File: config.mk
export PLATFORM = sky130hd
export DESIGN_NAME = uart_rx_ovs_flat
export DESIGN_NICKNAME = d
export VERILOG_FILES = /design/src/rtl/uart_rx_ovs_if.sv /design/src/rtl/uart_rx_ovs.sv /design/src/flat_wrapper.sv
export SDC_FILE = /design/constraint.sdc
export NUM_CORES = 1
export LEC_CHECK = 0
export BUFFER_PORTS_ARGS = -buffer_cell sky130_fd_sc_hd__buf_4
export CORE_ASPECT_RATIO = 1.4
export CORE_MARGIN = 2
export CORE_UTILIZATION = 45
export DETAILED_ROUTE_END_ITERATION = 6
export SLEW_MARGIN = 10
export SYNTH_ARGS = -nofsm -noshare
export SYNTH_HDL_FRONTEND = slang
export SYNTH_SLANG_ARGS = --single-unit
File: constraint.sdc
create_clock -name clk_i -period 2.3 [get_ports clk_i]
set_input_delay 0.46 -clock clk_i [delete_from_list [all_inputs] [get_ports clk_i]]
set_output_delay 0.46 -clock clk_i [all_outputs]
set_load 0.03 [all_outputs]
File: src/rtl/uart_rx_ovs_if.sv
// Output word handshake of the oversampling UART receiver.
// The receiver drives the master side and the consumer drives ready_i.
interface uart_rx_ovs_if;
    logic [8:0] data_o;
    logic       valid_o;
    logic       ready_i;
    logic       parity_err_o;
    logic       frame_err_o;
    logic       break_o;
    logic       overrun_o;

    modport master (
        output data_o, valid_o, parity_err_o, frame_err_o, break_o, overrun_o,
        input  ready_i
    );

    modport slave (
        input  data_o, valid_o, parity_err_o, frame_err_o, break_o, overrun_o,
        output ready_i
    );
endinterface

File: src/rtl/uart_rx_ovs.sv
// Oversampling UART receiver: 3-sample majority per bit, 5..9 data bits,
// optional parity, 1 or 2 stop bits, break detection and an overrun flag.
module uart_rx_ovs #(
    parameter int unsigned OVERSAMPLE = 16,
    parameter int unsigned DIV_W      = 16
) (
    input  logic               clk_i,
    input  logic               rst_ni,
    input  logic               en_i,
    input  logic               rx_i,
    input  logic [DIV_W-1:0]   div_i,
    input  logic [3:0]         data_size_i,
    input  logic               parity_en_i,
    input  logic               parity_odd_i,
    input  logic               stop_size_i,
    uart_rx_ovs_if.master      bus
);

    localparam int unsigned SampW = $clog2(OVERSAMPLE);
    localparam logic [SampW-1:0] SampA    = SampW'(OVERSAMPLE / 2 - 1);
    localparam logic [SampW-1:0] SampB    = SampW'(OVERSAMPLE / 2);
    localparam logic [SampW-1:0] SampC    = SampW'(OVERSAMPLE / 2 + 1);
    localparam logic [SampW-1:0] SampLast = SampW'(OVERSAMPLE - 1);

    typedef enum logic [2:0] {StIdle, StStart, StData, StParity, StStop} state_e;

    state_e            state_q;
    logic [DIV_W-1:0]  tick_cnt_q;
    logic [SampW-1:0]  samp_cnt_q;
    logic [3:0]        bit_cnt_q;
    logic              stop_cnt_q;
    logic              s0_q, s1_q;
    logic [8:0]        shreg_q;
    logic              par_bit_q;
    logic              stop_err_q;
    logic              stop1_q;
    logic [3:0]        size_q;
    logic              pe_q, odd_q, ss_q;
    logic              rx_meta_q, rxs_q, rxs_prev_q;

    logic       tick, samp_a, samp_b, decide, bit_end, maj, start_edge;
    logic       complete, first_stop, fe_new, brk_new, pe_new;
    logic [3:0] size_clamp;

    assign tick       = (state_q != StIdle) && (tick_cnt_q == div_i);
    assign samp_a     = tick && (samp_cnt_q == SampA);
    assign samp_b     = tick && (samp_cnt_q == SampB);
    assign decide     = tick && (samp_cnt_q == SampC);
    assign bit_end    = tick && (samp_cnt_q == SampLast);
    // Third sample is the live synchronised value at the decision tick.
    assign maj        = (s0_q & s1_q) | (s0_q & rxs_q) | (s1_q & rxs_q);
    assign start_edge = rxs_prev_q & ~rxs_q;

    assign size_clamp = (data_size_i < 4'd5) ? 4'd5 :
                        (data_size_i > 4'd9) ? 4'd9 : data_size_i;

    assign complete   = en_i && (state_q == StStop) && decide && (stop_cnt_q == ss_q);
    assign first_stop = (stop_cnt_q == 1'b0) ? maj : stop1_q;
    assign fe_new     = stop_err_q | ~maj;
    assign brk_new    = (shreg_q == 9'd0) && (!pe_q || !par_bit_q) && !first_stop;
    assign pe_new     = pe_q & (^shreg_q ^ par_bit_q ^ odd_q);

    always_ff @(posedge clk_i) begin
        if (!rst_ni) begin
            state_q          <= StIdle;
            tick_cnt_q       <= '0;
            samp_cnt_q       <= '0;
            bit_cnt_q        <= '0;
            stop_cnt_q       <= 1'b0;
            s0_q             <= 1'b0;
            s1_q             <= 1'b0;
            shreg_q          <= '0;
            par_bit_q        <= 1'b0;
            stop_err_q       <= 1'b0;
            stop1_q          <= 1'b0;
            size_q           <= 4'd5;
            pe_q             <= 1'b0;
            odd_q            <= 1'b0;
            ss_q             <= 1'b0;
            rx_meta_q        <= 1'b1;
            rxs_q            <= 1'b1;
            rxs_prev_q       <= 1'b1;
            bus.data_o       <= '0;
            bus.valid_o      <= 1'b0;
            bus.parity_err_o <= 1'b0;
            bus.frame_err_o  <= 1'b0;
            bus.break_o      <= 1'b0;
            bus.overrun_o    <= 1'b0;
        end else begin
            rx_meta_q  <= rx_i;
            rxs_q      <= rx_meta_q;
            rxs_prev_q <= rxs_q;

            if (state_q == StIdle || tick) begin
                tick_cnt_q <= '0;
            end else begin
                tick_cnt_q <= tick_cnt_q + 1'b1;
            end
            if (tick) begin
                samp_cnt_q <= (samp_cnt_q == SampLast) ? '0 : samp_cnt_q + 1'b1;
            end
            if (samp_a) s0_q <= rxs_q;
            if (samp_b) s1_q <= rxs_q;

            if (!en_i) begin
                state_q <= StIdle;
            end else begin
                case (state_q)
                    StIdle: begin
                        if (start_edge) begin
                            state_q    <= StStart;
                            samp_cnt_q <= '0;
                            bit_cnt_q  <= '0;
                            stop_cnt_q <= 1'b0;
                            shreg_q    <= '0;
                            par_bit_q  <= 1'b0;
                            stop_err_q <= 1'b0;
                            size_q     <= size_clamp;
                            pe_q       <= parity_en_i;
                            odd_q      <= parity_odd_i;
                            ss_q       <= stop_size_i;
                        end
                    end
                    StStart: begin
                        if (decide && maj) begin
                            state_q <= StIdle;
                        end else if (bit_end) begin
                            state_q <= StData;
                        end
                    end
                    StData: begin
                        if (decide) shreg_q[bit_cnt_q] <= maj;
                        if (bit_end) begin
                            if (bit_cnt_q == size_q - 4'd1) begin
                                state_q <= pe_q ? StParity : StStop;
                            end else begin
                                bit_cnt_q <= bit_cnt_q + 4'd1;
                            end
                        end
                    end
                    StParity: begin
                        if (decide) par_bit_q <= maj;
                        if (bit_end) state_q <= StStop;
                    end
                    StStop: begin
                        if (decide) begin
                            if (!maj) stop_err_q <= 1'b1;
                            if (stop_cnt_q == 1'b0) stop1_q <= maj;
                            // Leave at mid-stop so a following start edge is not missed.
                            if (stop_cnt_q == ss_q) state_q <= StIdle;
                        end else if (bit_end) begin
                            stop_cnt_q <= 1'b1;
                        end
                    end
                    default: state_q <= StIdle;
                endcase
            end

            if (complete && (!bus.valid_o || bus.ready_i)) begin
                bus.data_o       <= shreg_q;
                bus.parity_err_o <= pe_new;
                bus.frame_err_o  <= fe_new;
                bus.break_o      <= brk_new;
                bus.valid_o      <= 1'b1;
                if (bus.valid_o) bus.overrun_o <= 1'b0;
            end else if (complete) begin
                bus.overrun_o <= 1'b1;
            end else if (bus.valid_o && bus.ready_i) begin
                bus.valid_o   <= 1'b0;
                bus.overrun_o <= 1'b0;
            end
        end
    end

endmodule

File: src/flat_wrapper.sv
// flat-port wrapper written by rule: the top's interface ports become plain ports
module uart_rx_ovs_flat 
#(
    parameter int unsigned OVERSAMPLE = 16,
    parameter int unsigned DIV_W      = 16
)
  (clk_i, rst_ni, en_i, rx_i, div_i, data_size_i, parity_en_i, parity_odd_i, stop_size_i, bus_data_o, bus_valid_o, bus_parity_err_o, bus_frame_err_o, bus_break_o, bus_overrun_o, bus_ready_i);
  uart_rx_ovs_if bus_i ();
  input  logic clk_i;
  input  logic rst_ni;
  input  logic en_i;
  input  logic rx_i;
  input  logic [DIV_W-1:0] div_i;
  input  logic [3:0] data_size_i;
  input  logic parity_en_i;
  input  logic parity_odd_i;
  input  logic stop_size_i;
  output wire logic [$bits(bus_i.data_o)-1:0] bus_data_o;
  output wire logic [$bits(bus_i.valid_o)-1:0] bus_valid_o;
  output wire logic [$bits(bus_i.parity_err_o)-1:0] bus_parity_err_o;
  output wire logic [$bits(bus_i.frame_err_o)-1:0] bus_frame_err_o;
  output wire logic [$bits(bus_i.break_o)-1:0] bus_break_o;
  output wire logic [$bits(bus_i.overrun_o)-1:0] bus_overrun_o;
  input wire logic [$bits(bus_i.ready_i)-1:0] bus_ready_i;
  assign bus_data_o = bus_i.data_o;
  assign bus_valid_o = bus_i.valid_o;
  assign bus_parity_err_o = bus_i.parity_err_o;
  assign bus_frame_err_o = bus_i.frame_err_o;
  assign bus_break_o = bus_i.break_o;
  assign bus_overrun_o = bus_i.overrun_o;
  assign bus_i.ready_i = bus_ready_i;
  uart_rx_ovs #(.OVERSAMPLE(OVERSAMPLE), .DIV_W(DIV_W)) u_core (.clk_i(clk_i), .rst_ni(rst_ni), .en_i(en_i), .rx_i(rx_i), .div_i(div_i), .data_size_i(data_size_i), .parity_en_i(parity_en_i), .parity_odd_i(parity_odd_i), .stop_size_i(stop_size_i), .bus(bus_i));
endmodule
==> flow_summary.toml <==
[timing]
setup_viol = 0
final-hold-violation-count = 0
timing.final.crit_share = 0.923
fin_skew_ns = 0.00892
slew_headroom = 0.570
min_period_ns = 2.12
setup_slack_ns = 0.177
rsz0062_at_grt = "no"
tns_ns = 0
slew_violations = 0
max_freq_mhz = 471
worstMarginPinSlew_ns = 0.638

[setup_path]
critPathKind = "register to register"
path_delay_family = "compound AO/OA/AOI/OAI gates"
arrival_ns = 2.41
start_kind = "register"
cp_num_cells = 6
slowest_delay_ns = 0.40
crit_chain = "xor2_1, nor4_2, nand4_2, a311o_1, a21oi_1, mux2i_1"
rr_worst_depth = 6
cp_slowest_cell = "a311o_1"
crit_required_ns = 2.59
regToRegStartpoint = "u_core.tick_cnt_q[8]"
path_max_fanout = 8
startpoint = "u_core.tick_cnt_q[8]"
crit_buf_inv = 0
end_kind = "register"

[yosys]
synthCells = 409
synth_top_area_frac = 0.375
synth_area_mm2 = 0.00353
yosys.area.top_type = "dfxtp_1"
synthFlopType = "dfxtp_1"
yosys_register_bits = 66
yosysMostFrequentCell = "dfxtp_1"
syn-num-nets = 450
synth.area.top_cells = "dfxtp_1 37%, xor2_1 6.2%, mux2i_1 5.1%"
synthDistinctLibCells = 51
synthTopCellsByCount = "66 x dfxtp_1, 40 x nand2_1, 25 x nor2_1, 25 x o21ai_0, 25 x xor2_1"
async_reset_ff_frac = 0
synth_edf_count = 0
ys_warn_count = 0
synth_seq_area_share = 0.375
synth_area_per_cell_um2 = 8.62

[clock_tree]
cts.sinks = 66
numCtsBuffers = 9
clk_pin_slew_ns = 0.07
cts_tree = "yes"
hold_buffers = 0
clock_latency_ns = 0.35
cts.htree.levels = 3
post_cts.repair.setup_buffers = 0
root_buffer = "clkbuf_8"
clock_path_buffers = 2

[die]
die_area_mm2 = 0.00857
die_y_um = 109
rows = 38
die_x_um = 78.8
coreArea_mm2 = 0.00765
start_util = 0.461
io_pins = 42

[global_route]
grt_pass1_vias = 3015
grt_max_degree = 27
grt_overflow = 0
antenna_found_initial = 0
grt_pass1_wl_um = 13300
grt_usage = 0.198

[routing]
drtIter0Drc = 117
wl_met3_um = 304
maxUsedRoutingLayer = "met4"
ant_nets = 0
vias = 3059
first_pass_iters = 6
wl_per_cell_um = 13.9
totalWireLength_um = 7930
drc = 0
met1Wirelength_um = 3330
vias_per_cell = 5.36
wl_met2_um = 4130

[placed_design]
gp_congestion = 0.912
place_ws_ns = -0.0718
dpl.hpwl_um = 5990
place_area_mm2 = 0.00405
io_buffers = 41

[power_and_ir_drop]
power_density_mw_per_mm2 = 527
totalPowerFinal_mw = 2.24
leakage_nw = 1.67
peakVddDrop_mv = 0.307

[min_path]
hold_class = "primary input to register"
whs_path_depth = 2
min_from = "rx_i"

[final_layout]
final_nets = 508
diodes = 0
fin_area_mm2 = 0.00424
synthToLayoutAreaGrowth_pct = 20.3
drive_above_1_share = 0.187

[run]
drv_cap = 0

[run_status]
status = "finished, final reports clean"
==> cells by family (layout without fill, tap and decap cells) <==
kind of cell             Yosys count  after routing  share of synthesized area
AND/OR/NAND/NOR                  153            153                      0.235
AO/OA/AOI/OAI                     82             82                      0.153
XOR/XNOR                          39             39                     0.0969
buffers and inverters             38            100                     0.0433
adder cells (fa/ha/maj)           13             13                     0.0461
multiplexers                      18             18                     0.0511
flip-flops                        66             66                      0.375
==> per-stage QoR <==
stage                     hold slack (ns)  std cells   util
after floorplan                     0.386        409      -
after global placement              0.405        556  0.529
after detailed placement            0.401        556  0.529
after CTS                           0.282        571  0.553
after global routing                0.285        571  0.554
final                               0.293        571  0.554
==> cell type report <==
class,instances,area (um^2)
Multi-Input combinational cell,305,2060
Fill cell,717,3410
Clock inverter,3,40.0
Timing Repair Buffer,62,465
Sequential cell,66,1320
Inverter,23,86.3
Clock buffer,12,145
Tap cell,100,125
==> power by group <==
| part | leakage, nW | internal [mW] | total, mW | switching [mW] |
|---|---|---|---|---|
| clock network | 0.0962 | 0.521 | 0.945 | 0.424 |
| logic | 1.04 | 0.0663 | 0.132 | 0.0660 |
| registers | 0.533 | 1.15 | 1.16 | 0.00831 |
| total | 1.67 | 1.74 | 2.24 | 0.498 |
==> state kept, by name, summed over array words and instances, names as in the netlist, 3 cells and up <==
signal             cells
u_core.shreg_q         9
u_core.tick_cnt_q     16
u_core.bus.data_o      9
u_core.bit_cnt_q       4
u_core.samp_cnt_q      4
u_core.state_q         3
u_core.size_q          4
==> cells in the final DEF (no fill, tap or decap), types with 17 or more instances in the layout <==
master,n
nand2_1,40
nor2_1,25
o21ai_0,25
buf_4,62
nand3_1,19
a21oi_1,17
xor2_1,25
mux2i_1,18
dfxtp_1,66
inv_1,23
==> routing by layer <==
metal  up-vias  GRT usage
met5         -          0
li1       1546          -
met4         0     0.0973
met2        64      0.370
met3        14     0.0397
met1      1435      0.211
==> path summary, 6_finish.rpt <==
| check | end | slack [ns] |
|---|---|---|
| worst max register to register | u_core.bit_cnt_q[0] | 0.18 |
| worst min register to register | u_core.rxs_q | 0.43 |
| worst max-delay path | u_core.bit_cnt_q[0] | 0.18 |
| worst min-delay path | u_core.rx_meta_q | 0.29 |
==> what timing repair did <==
action	4_1_cts	5_1_grt
setup endpoints to repair	0	1
gates resized for setup	0	1
hold endpoints to repair	0	0
Power figures use the tool's default switching activity.
